$ cat src/rtl/finger_vote_pkg.sv
// Shared definitions for the finger-count majority voter: bin encoding,
// window state and counter width helper.
package finger_vote_pkg;

  localparam int unsigned MAX_FINGER  = 5;
  localparam int unsigned BIN_INVALID = MAX_FINGER + 1;
  localparam int unsigned NUM_BINS    = MAX_FINGER + 2;
  localparam int unsigned BIN_IDX_W   = $clog2(NUM_BINS);

  typedef enum logic [1:0] {
    ST_EMPTY,
    ST_FILL,
    ST_FULL
  } vote_state_e;

  // Width of a counter that must hold values 0..depth inclusive.
  function automatic int unsigned cnt_w(input int unsigned depth);
    return $clog2(depth + 1);
  endfunction

endpackage

$ cat src/rtl/finger_vote_history.sv
// DEPTH-entry shift FIFO of bin indices; a push while full implicitly pops
// the entry presented on oldest_o.
module finger_vote_history
  import finger_vote_pkg::*;
#(
  parameter int unsigned DEPTH = 8
) (
  input  logic                 clk,
  input  logic                 rst_n,
  input  logic                 push_i,
  input  logic                 flush_i,
  input  logic [BIN_IDX_W-1:0] bin_i,
  output logic [BIN_IDX_W-1:0] oldest_o
);

  logic [BIN_IDX_W-1:0] hist_q [DEPTH];

  always_ff @(posedge clk or negedge rst_n) begin
    if (!rst_n) begin
      for (int i = 0; i < DEPTH; i++) hist_q[i] <= '0;
    end else if (flush_i) begin
      for (int i = 0; i < DEPTH; i++) hist_q[i] <= '0;
    end else if (push_i) begin
      hist_q[0] <= bin_i;
      for (int i = 1; i < DEPTH; i++) hist_q[i] <= hist_q[i-1];
    end
  end

  assign oldest_o = hist_q[DEPTH-1];

endmodule

$ cat src/rtl/finger_vote.sv
// Sliding-window majority voter over per-frame finger counts; publishes a
// gesture only when one bin holds at least THRESH of the last DEPTH frames.
module finger_vote
  import finger_vote_pkg::*;
#(
  parameter int unsigned DEPTH  = 8,
  parameter int unsigned THRESH = 6,
  localparam int unsigned CNT_W = cnt_w(DEPTH)
) (
  input  logic             vga_clk,
  input  logic             rst_n,
  input  logic             clear,
  input  logic             begin_count,
  input  logic [3:0]       finger_number,
  output logic [3:0]       gesture_out,
  output logic             gesture_valid,
  output logic             gesture_change,
  output logic [CNT_W-1:0] fill_level
);

  vote_state_e          state_q, state_d;
  logic [CNT_W-1:0]     fill_q, fill_d;
  logic [CNT_W-1:0]     bins_q [NUM_BINS];
  logic [CNT_W-1:0]     bins_d [NUM_BINS];
  logic                 eval_q, eval_d;
  logic [3:0]           out_q, out_d;
  logic                 valid_q, valid_d;
  logic                 change_q, change_d;
  logic                 accept, full, win;
  logic [BIN_IDX_W-1:0] new_bin, old_bin, win_idx;

  finger_vote_history #(.DEPTH(DEPTH)) u_history (
    .clk     (vga_clk),
    .rst_n   (rst_n),
    .push_i  (accept),
    .flush_i (clear),
    .bin_i   (new_bin),
    .oldest_o(old_bin)
  );

  // Stage 1: window occupancy, state and histogram update.
  always_comb begin
    accept  = begin_count & ~clear;
    full    = (state_q == ST_FULL);
    new_bin = (finger_number <= 4'(MAX_FINGER)) ? BIN_IDX_W'(finger_number)
                                                : BIN_IDX_W'(BIN_INVALID);
    state_d = state_q;
    fill_d  = fill_q;
    eval_d  = accept;
    if (clear) begin
      state_d = ST_EMPTY;
      fill_d  = '0;
    end else if (accept && !full) begin
      fill_d  = fill_q + CNT_W'(1);
      state_d = (fill_d == CNT_W'(DEPTH)) ? ST_FULL : ST_FILL;
    end
    // new==old cancels to an unchanged count within one expression.
    for (int b = 0; b < NUM_BINS; b++) begin
      bins_d[b] = clear ? '0
                : bins_q[b]
                  + CNT_W'(accept && (new_bin == BIN_IDX_W'(b)))
                  - CNT_W'(accept && full && (old_bin == BIN_IDX_W'(b)));
    end
  end

  // Stage 2: majority scan of the histogram written on the previous edge.
  always_comb begin
    win     = 1'b0;
    win_idx = '0;
    for (int b = 0; b < NUM_BINS; b++) begin
      if (bins_q[b] >= CNT_W'(THRESH)) begin
        win     = 1'b1;
        win_idx = BIN_IDX_W'(b);
      end
    end
    out_d   = out_q;
    valid_d = valid_q;
    if (clear) begin
      valid_d = 1'b0;
    end else if (eval_q && win) begin
      if (win_idx == BIN_IDX_W'(BIN_INVALID)) begin
        valid_d = 1'b0;
      end else begin
        valid_d = 1'b1;
        out_d   = 4'(win_idx);
      end
    end
    change_d = ({valid_d, out_d} != {valid_q, out_q});
  end

  always_ff @(posedge vga_clk or negedge rst_n) begin
    if (!rst_n) begin
      state_q  <= ST_EMPTY;
      fill_q   <= '0;
      for (int b = 0; b < NUM_BINS; b++) bins_q[b] <= '0;
      eval_q   <= 1'b0;
      out_q    <= '0;
      valid_q  <= 1'b0;
      change_q <= 1'b0;
    end else begin
      state_q  <= state_d;
      fill_q   <= fill_d;
      for (int b = 0; b < NUM_BINS; b++) bins_q[b] <= bins_d[b];
      eval_q   <= eval_d;
      out_q    <= out_d;
      valid_q  <= valid_d;
      change_q <= change_d;
    end
  end

  assign gesture_out    = out_q;
  assign gesture_valid  = valid_q;
  assign gesture_change = change_q;
  assign fill_level     = fill_q;

endmodule

$ cat config.mk
export PLATFORM = sky130hd
export DESIGN_NAME = finger_vote
export DESIGN_NICKNAME = d
export VERILOG_FILES = /design/src/rtl/finger_vote_pkg.sv /design/src/rtl/finger_vote_history.sv /design/src/rtl/finger_vote.sv
export SDC_FILE = /design/constraint.sdc
export NUM_CORES = 1
export LEC_CHECK = 0
export BUFFER_PORTS_ARGS = -buffer_cell sky130_fd_sc_hd__buf_2
export CELL_PAD_IN_SITES_DETAIL_PLACEMENT = 1
export CELL_PAD_IN_SITES_GLOBAL_PLACEMENT = 1
export CORE_ASPECT_RATIO = 1.2
export CORE_UTILIZATION = 45
export DETAILED_ROUTE_END_ITERATION = 8
export HOLD_SLACK_MARGIN = 0.06
export PLACE_DENSITY_LB_ADDON = 0.08
export SLEW_MARGIN = 20
export SYNTH_ARGS = -nofsm -noshare
export SYNTH_HDL_FRONTEND = slang
export SYNTH_SLANG_ARGS = --single-unit
$ cat constraint.sdc
create_clock -name vga_clk -period 2.85 [get_ports vga_clk]
set_input_delay 0.285 -clock vga_clk [delete_from_list [all_inputs] [get_ports vga_clk]]
set_output_delay 0.285 -clock vga_clk [all_outputs]
set_load 0.05 [all_outputs]
=== After elaboration in Yosys (flattened, before gate mapping) ===
Cells that the tools add are included.

* Input bits: 8
* Word-level logic and storage cells: 118
* Output and inout port bits: 10
* Flip-flop bits (word level): 65

* Add/subtract/negate cells: 15
* Order comparisons: 8
* Equal/unequal tests: 16
* Muxes and demuxes: 34
* Reduce and logical (&&, ||, !) cells: 22
* Bitwise gates (word level): 2

{| class="wikitable"
|+ Operator list
! cell !! number
|-
| 24-bit 2-to-1 mux || 2
|-
| 4-bit 2-to-1 mux || 12
|-
| 4-bit by 1-bit adder with 4-bit output || 7
|-
| 4-bit by 3-bit greater-or-equal comparator with 1-bit output, second input constant || 7
|-
| 4-bit by 1-bit subtractor with 4-bit output || 7
|-
| 3-bit == test, second input constant || 7
|-
| 3-bit 2-to-1 mux || 6
|-
| 1-bit logical AND || 17
|-
| 3-bit by 2-bit == test with 1-bit output, second input constant || 4
|-
| 1-bit 2-to-1 mux || 11
|-
| 3-bit by 1-bit == test with 1-bit output, second input constant || 2
|-
| 3-bit logical NOT || 2
|-
| 2-bit 2-to-1 mux || 3
|-
| 5-bit != test || 1
|-
| 4-bit by 1-bit adder with 4-bit output, second input constant || 1
|-
| 4-bit == test, second input constant || 1
|-
| 4-bit by 3-bit <= comparator with 1-bit output, second input constant || 1
|-
| 2-bit nonzero test || 2
|-
| 2-bit == test, second input constant || 1
|-
| 1-bit AND || 1
|-
| 1-bit logical NOT || 1
|-
| 1-bit NOT || 1
|}

=== Depth between registers and ports, before layout ===
Gate-level depths: netlist of run 1.

* Word-level depth: 12
* Mapped depth: 12
* Mapped depth without buffers: 11

=== Hierarchy ===
Synthesis of run 1 repeated with hierarchy kept, for this count alone.

* Cell total of the unflattened synthesis: 347
* Area, all modules: 3622.2 µm²

{| class="wikitable"
|+ Modules (own cells, without submodules)
! module !! instances !! area an instance (µm²) !! cells an instance !! seq. area each (µm²)
|-
| finger_vote || 1 || 2610.0 || 267 || 1026.0
|-
| finger_vote_history || 1 || 1012.2 || 80 || 600.6
|}

=== Worst setup path before layout of run 1 ===
No wires, ideal clock.

* Path kind: input to register
* Start point: input port clear
* End point: register bins_q[25] (netlist bit)
* Arrival: 2.150 ns
* Path buffers: 1
* Setup slack: 0.568 ns
* Setup time: 0.132 ns
* Required time: 2.718 ns
* Stages on the path: 9
* Path through: clkbuf_1 nand2b_1 or3_1 nor3_1 ha_1 inv_1 ha_1 fa_1 nor2b_1

{| class="wikitable"
|+ RTL lines
! what !! line !! source
|-
| from (decl) || finger_vote.sv:12 || <nowiki>input logic clear,</nowiki>
|-
| to (decl) || finger_vote.sv:23 || <nowiki>logic [CNT_W-1:0] bins_q [NUM_BINS];</nowiki>
|}

==> flow_summary.toml, run 1 <==
[sta]
max_freq_mhz = 417
hold_violations = 0
fin_crit_ps = 2400
maxSlewHeadroom = 0.527
fin_crit_sh = 0.842
finalClockSkew_ps = 9.14
timing.hold.ws_ps = 249
worst_slack_ps = 450
worst_pin_slew_ps = 709
rsz0062_at_grt = "no"
setup_tns_ps = 0
finalMaxSlewViolations = 0
setup-violations-final = 0

[synth]
yosysSeqAreaShare = 0.452
yosys_warnings = 0
syn_area_mm2 = 0.00360
yosys.area_share.simple = 0.142
avgSynthCellArea_um2 = 10.4
yosysTopAreaCell = "dfrtp_1"
synth-seq-cells = 65
synthXorXnorAreaFrac = 0.0438
synthesis.instances = 346
ys_types = 33
synthAdderAreaFrac = 0.164
synthTopCellsByArea = "dfrtp_1 45%, ha_1 13%, mux2i_1 6.1%"
synth_top_family_by_area = "adder cells"
synth_compound_area_frac = 0.0842
synth_nets = 397
synth.top_cell.area_share = 0.452
synthMuxAreaShare = 0.0612

[cts]
clock_latency_ps = 340
cts_setup_buffers = 0
cts_buffer_depth = 2
cts_root_buffer = "clkbuf_8"
cts.clk_slew.worst_paths_ps = 70
cts_tree = "yes"
h-tree-depth = 3
cts.sinks = 65
numCtsBuffers = 9

[floorplanning]
die-area_mm2 = 0.00835
row_count = 35
start_util = 0.467
die_y_um = 99.9
core-area_mm2 = 0.00771
io_pins = 18
die_x_um = 83.6

[placed_design]
buffer_ports.inserted = 17
placedInstanceArea_mm2 = 0.00379
gp_congestion = 0.732
place_ws_ps = 461
dp_hpwl_um = 4570

[setup_path]
worstPathArrival_ps = 2590
start_kind = "flop"
slowest_delay_ps = 410
crit_buf_inv = 1
cp_top_family = "simple AND/OR/NAND/NOR gates"
ff2ff_path_depth = 8
worstSetupEndpointType = "flop"
path_depth = 8
worstPathMaxFanout = 5
required_ps = 3040
setup.worst_path.class = "flop to flop"
crit_top_cell = "ha_1"
reg2reg_slack_ps = 450
path_cells = "nand2b_1 -> or3_1 -> nor3_1 -> ha_1 -> inv_1 -> ha_1 -> fa_1 -> nor2b_1"
worst_path_max_delay_cell = "or3_1"

[global_routing]
antenna_found_initial = 0
grt_pass1_wl_um = 11700
grt_usage = 0.179
grt_overflow = 0
grt_max_degree = 62
grt_pass1_vias = 2621

[drt]
wirelength_um = 6450
firstDrtPassIters = 4
via_count = 2398
postRouteAntennaNets = 0
vias_per_cell = 5.17
drtIter0Drc = 44
wl_per_cell_um = 13.9
drc = 0

[finish]
antennaDiodeCount = 0
nFillCells = 891
stdcell_area_mm2 = 0.00400
seq_area_mm2 = 0.00163
layout_commonest_cell = "dfrtp_1"
final_cell_mix = "65 x dfrtp_1, 53 x nor2_1, 38 x inv_1"
multi_input_area_mm2 = 0.00178
fin_nets = 418
area_delta_synth_final_pct = 11.2
layout-drive-gt1-share = 0.116

[worst_hold_path]
hp-class = "input port to flop"
hold_depth = 3

[run]
maxCapViolations = 0

[power]
fin_total_pwr_mw = 2.10
cellPowerDensity_mw_per_mm2 = 524
ir_drop_mv = 0.377
total_leakage_power_nw = 1.99

[status]
status = "finished, final reports clean"
==> routing by layer <==
layer  part of all wire  up-vias  track usage
li1                   -     1182            -
met1               0.45     1183        0.206
met2               0.50       22        0.318
met3              0.023       11       0.0304
met4              0.021        0       0.0939
met5                  0        -            0
==> stage by stage <==
stage,utilization,instances
6_report,0.519,464
5_1_grt,0.519,464
4_1_cts,0.519,464
3_5_place_dp,0.491,447
2_1_floorplan,-,346
3_3_place_gp,0.491,447
==> synthesized netlist by cell type <==
cell type and number:
dfrtp_1 65, nor2_1 53, inv_1 38, ha_1 36, mux2i_1 22, a21oi_1 17, nor2b_1 16, xor2_1 11
nand2_1 10, a21o_1 9, clkbuf_1 8, nand3_1 8, fa_1 7, xnor2_1 7, nand2b_1 6, nor3_1 5
a211oi_1 3, buf_2 3, or3_1 3, a21oi_4 2, a31oi_1 2, nand3b_1 2, o21ai_0 2, o31a_1 2
a21oi_2 1, a41o_1 1, nand2_4 1, nand2b_4 1, nand4_1 1, nor2_2 1, o2111ai_1 1, o22ai_1 1
o311a_4 1
==> state kept, by name, indices dropped and copies added (netlist names) <==
signal	flops
bins_q	28
eval_q	1
fill_level	4
gesture_change	1
gesture_out	4
gesture_valid	1
state_q	2
u_history.hist_q	21
u_history.oldest_o	3
==> timing repair <==
item | 4_1_cts | 5_1_grt
hold endpoints to repair | 28 | 0
hold buffers | 1 | 0
resized for setup | 0 | 0
==> cell families after synthesis <==
kind of cell / count (synthesis)
xor+xnor: 18
fa+ha+maj: 43
mux: 22
buf+inv: 49
simple gates: 107
compound gates: 42
flops: 65
==> worst paths after layout <==
check                                           from                    end
worst max register to register            state_q[0]             bins_q[25]
worst min register to register  u_history.hist_q[16]   u_history.hist_q[13]
worst min-delay path                finger_number[0]   u_history.hist_q[21]
max in group asynchronous                      rst_n  u_history.oldest_o[1]
worst max-delay path                      state_q[0]             bins_q[25]
min in group asynchronous                      rst_n             bins_q[18]
==> final cells by class <==
type                    instances  share of cell area
repair buffers                 21              0.0325
inverters                      38              0.0357
flip-flops and latches         65               0.407
multi-input cells             232               0.445
well taps                      92              0.0288
clock buffers                  10              0.0344
clock inverters                 6              0.0166
==> worst register-to-register path: stages (launching register included) <==
cell,delay (ps)
dfrtp_1,400
nand2b_1,230
or3_1,410
nor3_1,170
ha_1,250
inv_1,60
ha_1,180
fa_1,410
nor2b_1,140
==> report_power, final <==
part           internal [mW]  switching (mW)
registers              0.964          0.0335
logic                 0.0882           0.213
clock network          0.429           0.370
Power figures use the tool's default switching activity.
==> run 2, diff against run 1 <==
ABC_AREA = 1   (was default)
CORE_UTILIZATION = 43   (was 45)
clock period = 1.94 ns   (was 2.85 ns; I/O delays follow)
==> run 2 against run 1 <==
  * The run now ends with setup timing left
  * Fmax up 20%
  * Clock power rose by 66%
  * Sequential cell count is the same
  * Global-route usage is 2.0 points higher
  * Clock-buffer cell count unchanged
  * Utilization grew 3.2 points
  * Via count is 14% higher
  * Non-clock buffer count is 28 higher
  * Wire length increased by 20%
  * Sequential share of layout area down 4.0 points
  * Critical path type unchanged
==> flow_summary.toml, run 2 <==
[finish]
final_cell_mix = "82 x inv_1, 64 x dfrtp_1, 44 x nor2_1"
top_regs = "bins_q (28), u_history.hist_q (21)"
area_delta_synth_final_pct = 24.4
final_cells = 544
layout-drive-gt1-share = 0.267
post-route-util = 0.551
largest_register_ffs = 28
antennaDiodeCount = 0
layout_commonest_cell = "inv_1"
top_register = "bins_q"
fin_nets = 495
stdcell_area_mm2 = 0.00444

[synth]
synth_common_cells = "94 x inv_1, 65 x dfrtp_1, 44 x nor2_1"
synth-edff-count = 0
yosys_warnings = 0
synth_most_common_cell = "inv_1"
synth_nets = 442
synthesis.instances = 391
yosysSeqAreaShare = 0.456
synth.top_cell.area_share = 0.456
ys_types = 30
syn_area_mm2 = 0.00357
yosysTopAreaCell = "dfrtp_1"
synthTopCellsByArea = "dfrtp_1 46%, ha_1 13%, inv_1 9.9%"
synth-seq-cells = 65
avgSynthCellArea_um2 = 9.13
synthFlopType = "dfrtp_1"
ys_async_sr_fraction = 1.00

[sta]
maxSlewHeadroom = 0.743
fin_crit_ps = 2000
worst_pin_slew_ps = 386
worst_slack_ps = -64.2
hold_violations = 0
timing.hold.ws_ps = 201
finalMaxSlewViolations = 0
finalClockSkew_ps = 9.84
max_freq_mhz = 499
fin_crit_sh = 1.03
setup-violations-final = 9
rsz0062_at_grt = "yes"

[cts]
cts.clk_slew.worst_paths_ps = 80
cts_root_buffer = "clkbuf_8"
cts.sinks = 65
clock_latency_ps = 350
h-tree-depth = 3
numCtsBuffers = 9
cts_buffer_depth = 2
cts_tree = "yes"

[power]
p_switching_mw = 0.947
swShare = 0.291
pwr-share-comb = 0.145
seqPwrFrac = 0.445
ir_drop_mv = 0.431
p_int_mw = 2.30
p_clk_frac = 0.410
cellPowerDensity_mw_per_mm2 = 732
total_leakage_power_nw = 2.14

[placed_design]
gp_congestion = 0.772
dp_cells = 523
place_ws_ps = -324
dp_hpwl_um = 5350
placedInstanceArea_mm2 = 0.00395
buffer_ports.inserted = 17

[global_routing]
grt_busiest_layer = "met2"
grt_use_met2 = 0.361
grt_pass1_vias = 2896
antenna_found_initial = 0
grt_max_degree = 66
grt_pass1_wl_um = 13200
grt_util_met3 = 0.0331
grt_overflow = 0
gr-usage-met1 = 0.232
grt_usage = 0.199

[setup_path]
reg2reg_slack_ps = -60
worstPathMaxFanout = 4
start_kind = "flop"
worstPathArrival_ps = 2230
slowest_delay_ps = 420
worst_path_max_delay_cell = "dfrtp_1"
path_cells = "buf_4 -> nor4_2 -> ha_1 -> inv_1 -> ha_1 -> a21o_1 -> a21oi_2 -> xor2_1 -> nor2_1"
worstSetupEndpointType = "flop"
setup.worst_path.class = "flop to flop"
required_ps = 2170
crit_top_cell = "ha_1"

[drt]
drtIter0Drc = 64
wl_per_cell_um = 14.3
wirelength_um = 7770
vias_per_cell = 5.02
postRouteAntennaNets = 0
drc = 0
via_count = 2731
firstDrtPassIters = 3

[floorplanning]
row_count = 36
die-area_mm2 = 0.00867
die_y_um = 102
start_util = 0.443
io_pins = 18
core-area_mm2 = 0.00806
die_x_um = 85.2

[status]
status = "finished with violations"
violations = "setup timing"

[worst_hold_path]
hp-class = "input port to flop"

[run]
maxCapViolations = 0
[run 2: final timing paths]
path                                             from                    to  cells past startpoint
worst min register to register         gesture_out[3]        gesture_out[3]                      2
max in group asynchronous                       rst_n   u_history.hist_q[9]                      3
min in group asynchronous                       rst_n            bins_q[21]                      3
worst min-delay path                 finger_number[3]  u_history.hist_q[21]                      4
worst max register to register  u_history.oldest_o[0]            bins_q[19]                      9
worst max-delay path            u_history.oldest_o[0]            bins_q[19]                      9
[run 2: cell families (layout without fill, tap and decap cells)]
family	count (synthesis)	count (layout)	share of synthesized area
AO/OA/AOI/OAI	55	55	0.0985
AND/OR/NAND/NOR	108	108	0.130
adder cells (fa/ha/maj)	43	43	0.165
XOR/XNOR	15	15	0.0368
flip-flops	65	65	0.456
buffers and inverters	105	163	0.114
[run 2: what timing repair did]
item,CTS,global route
hold endpoints to repair,65,0
pin swaps,7,8
cloned,0,0
resized for setup,31,25
setup buffers,3,1
endpoints found under the setup margin,21,21
hold buffers,1,0
[run 2: worst max-delay path, delay by kind of cell, from the launching register on]
family,cells,cell delay [ps]
XOR/XNOR,1,160
adder cells (fa/ha/maj),2,470
flip-flops,1,420
AO/OA/AOI/OAI,2,320
AND/OR/NAND/NOR,2,300
buffers and inverters,2,210
[run 2: layout make-up]
type	instances	area (um2)
flip-flops and latches	65	1630
well taps	95	119
fillers	930	3620
clock buffers	10	138
inverters	98	373
clock inverters	6	90.1
multi-input cells	221	1740
repair buffers	49	348
[run 2: stage by stage]
stage | power, mW | setup TNS [ps]
2_1_floorplan | 1.78 | 0
3_3_place_gp | 1.93 | -4260
3_5_place_dp | 1.94 | -5000
4_1_cts | 3.29 | -116
5_1_grt | 3.40 | -2470
6_report | 3.25 | -282
[run 2: power by group through the flow]
stage	sequential (mW)	clock (mW)	combinational, mW
after floorplan	1.61	0	0.174
after CTS	1.45	1.37	0.479
after global routing	1.45	1.42	0.522
after global placement	1.47	0	0.458
after detailed placement	1.47	0	0.470
final	1.45	1.33	0.472
[run 2: routing by layer]
| layer | vias up | part of all wire |
|---|---|---|
| met1 | 1354 | 0.42 |
| met2 | 26 | 0.54 |
| met3 | 15 | 0.019 |
| met4 | 0 | 0.020 |
| li1 | 1336 | - |
| met5 | - | 0 |
==> run 3, diff against run 2 <==
CELL_PAD_IN_SITES_DETAIL_PLACEMENT = default   (was 1)
CELL_PAD_IN_SITES_GLOBAL_PLACEMENT = default   (was 1)
CORE_UTILIZATION = 45   (was 43)
==> run 3 against run 2 <==
  * The run still ends with setup timing left
  * Hold slack got worse by 2.9 ps
  * Wire length fell by 14%
  * Clock skew fell by 0.89 ps
  * Sequential share of layout area rose by 0.20 points
==> flow_summary.toml, run 3 (same netlist as run 2, synthesis figures left out) <==
[global_routing]
grt_usage = 0.177
grt_overflow = 0
grt_max_degree = 66
antenna_found_initial = 0
grt_pass1_wl_um = 11500
grt_pass1_vias = 2553

[floorplanning]
die_x_um = 83.3
die_y_um = 99.6
core-area_mm2 = 0.00766
io_pins = 18
row_count = 35
die-area_mm2 = 0.00829
start_util = 0.466

[cts]
h-tree-depth = 3
clock_latency_ps = 340
cts.sinks = 65
cts.clk_slew.worst_paths_ps = 80
cts_buffer_depth = 2
cts_root_buffer = "clkbuf_8"
cts_tree = "yes"
numCtsBuffers = 9

[drt]
postRouteAntennaNets = 0
wl_per_cell_um = 12.3
firstDrtPassIters = 4
drc = 0
vias_per_cell = 4.79
via_count = 2587
wirelength_um = 6650
drtIter0Drc = 75

[placed_design]
place_ws_ps = -398
buffer_ports.inserted = 17
dp_hpwl_um = 4530
dp_cells = 519
placedInstanceArea_mm2 = 0.00394
gp_congestion = 0.817

[setup_path]
worstPathMaxFanout = 7
required_ps = 2160
worst_path_max_delay_cell = "fa_2"
crit_top_cell = "inv_2"
path_cells = "inv_2 -> nand3_4 -> nor4_4 -> ha_2 -> inv_2 -> ha_4 -> fa_2 -> inv_2 -> nor2_1"
worstPathArrival_ps = 2210
reg2reg_slack_ps = -50
slowest_delay_ps = 430
worstSetupEndpointType = "flop"
setup.worst_path.class = "flop to flop"
start_kind = "flop"

[finish]
multi_input_area_mm2 = 0.00174
final_cell_mix = "80 x inv_1, 63 x dfrtp_1, 44 x nor2_1"
fin_nets = 494
largest_register_ffs = 28
area_delta_synth_final_pct = 23.8
top_register = "bins_q"
seq_area_mm2 = 0.00163
layout_commonest_cell = "inv_1"
top_regs = "bins_q (28), u_history.hist_q (21)"
nFillCells = 689
antennaDiodeCount = 0
stdcell_area_mm2 = 0.00442
final_cells = 540
layout-drive-gt1-share = 0.266
post-route-util = 0.576

[sta]
worst_pin_slew_ps = 375
setup-violations-final = 10
rsz0062_at_grt = "yes"
worst_slack_ps = -46.8
maxSlewHeadroom = 0.750
hold_violations = 0
finalClockSkew_ps = 8.94
fin_crit_ps = 1990
fin_crit_sh = 1.02
max_freq_mhz = 503
finalMaxSlewViolations = 0

[power]
total_leakage_power_nw = 2.12
cellPowerDensity_mw_per_mm2 = 719
ir_drop_mv = 0.493

[status]
status = "finished with violations"
violations = "setup timing"

[worst_hold_path]
hp-class = "input port to flop"

[run]
maxCapViolations = 0
run 3: area by class of cell:
cell class	count	share of cell area
clock buffers	9	0.0280
inverters	98	0.0850
well taps	92	0.0261
repair buffers	48	0.0770
clock inverters	7	0.0215
flip-flops and latches	65	0.369
multi-input cells	221	0.394
run 3: timing repair:
action | in CTS | in global routing
endpoints found under the setup margin | 21 | 21
hold buffers | 1 | 0
resized for setup | 26 | 32
buffers inserted | 1 | 3
pin swaps | 8 | 13
hold endpoints to repair | 65 | 0
run 3: critical path: cells and delay by family (launching register included):
kind,cells,cell delay (ps)
flops,1,370
fa+ha+maj,3,880
simple gates,3,410
buf+inv,3,200
run 3: through the flow:
step	hold slack, ps	power (mW)	setup TNS, ps
floorplan	-102	1.78	0
global placement	245	1.92	-4040
detailed placement	244	1.93	-4550
CTS	183	3.22	-26.4
global route	190	3.32	-2480
finish	199	3.18	-162
run 3: final timing paths:
check                            startpoint                     to  cells after the start
setup / recovery                 state_q[0]             bins_q[17]                      9
hold / removal             finger_number[2]   u_history.hist_q[23]                      3
setup reg to reg                 state_q[0]             bins_q[17]                      9
hold reg to reg              gesture_out[3]         gesture_out[3]                      2
max in group asynchronous             rst_n  u_history.oldest_o[0]                      3
min in group asynchronous             rst_n             bins_q[20]                      3
run 3: routing by layer:
metal,share of wire,vias to the layer above,wire length [um],global-route usage
li1,-,1341,-,-
met1,0.45,1212,3010,0.221
met2,0.51,24,3370,0.299
met3,0.023,10,154,0.0390
met4,0.017,0,114,0.0716
met5,0,-,0,0
run 3: power by group:
group          switching [mW]  internal (mW)  total, mW
logic                   0.327          0.128      0.455
clock network           0.550          0.723       1.27
registers              0.0365           1.41       1.45
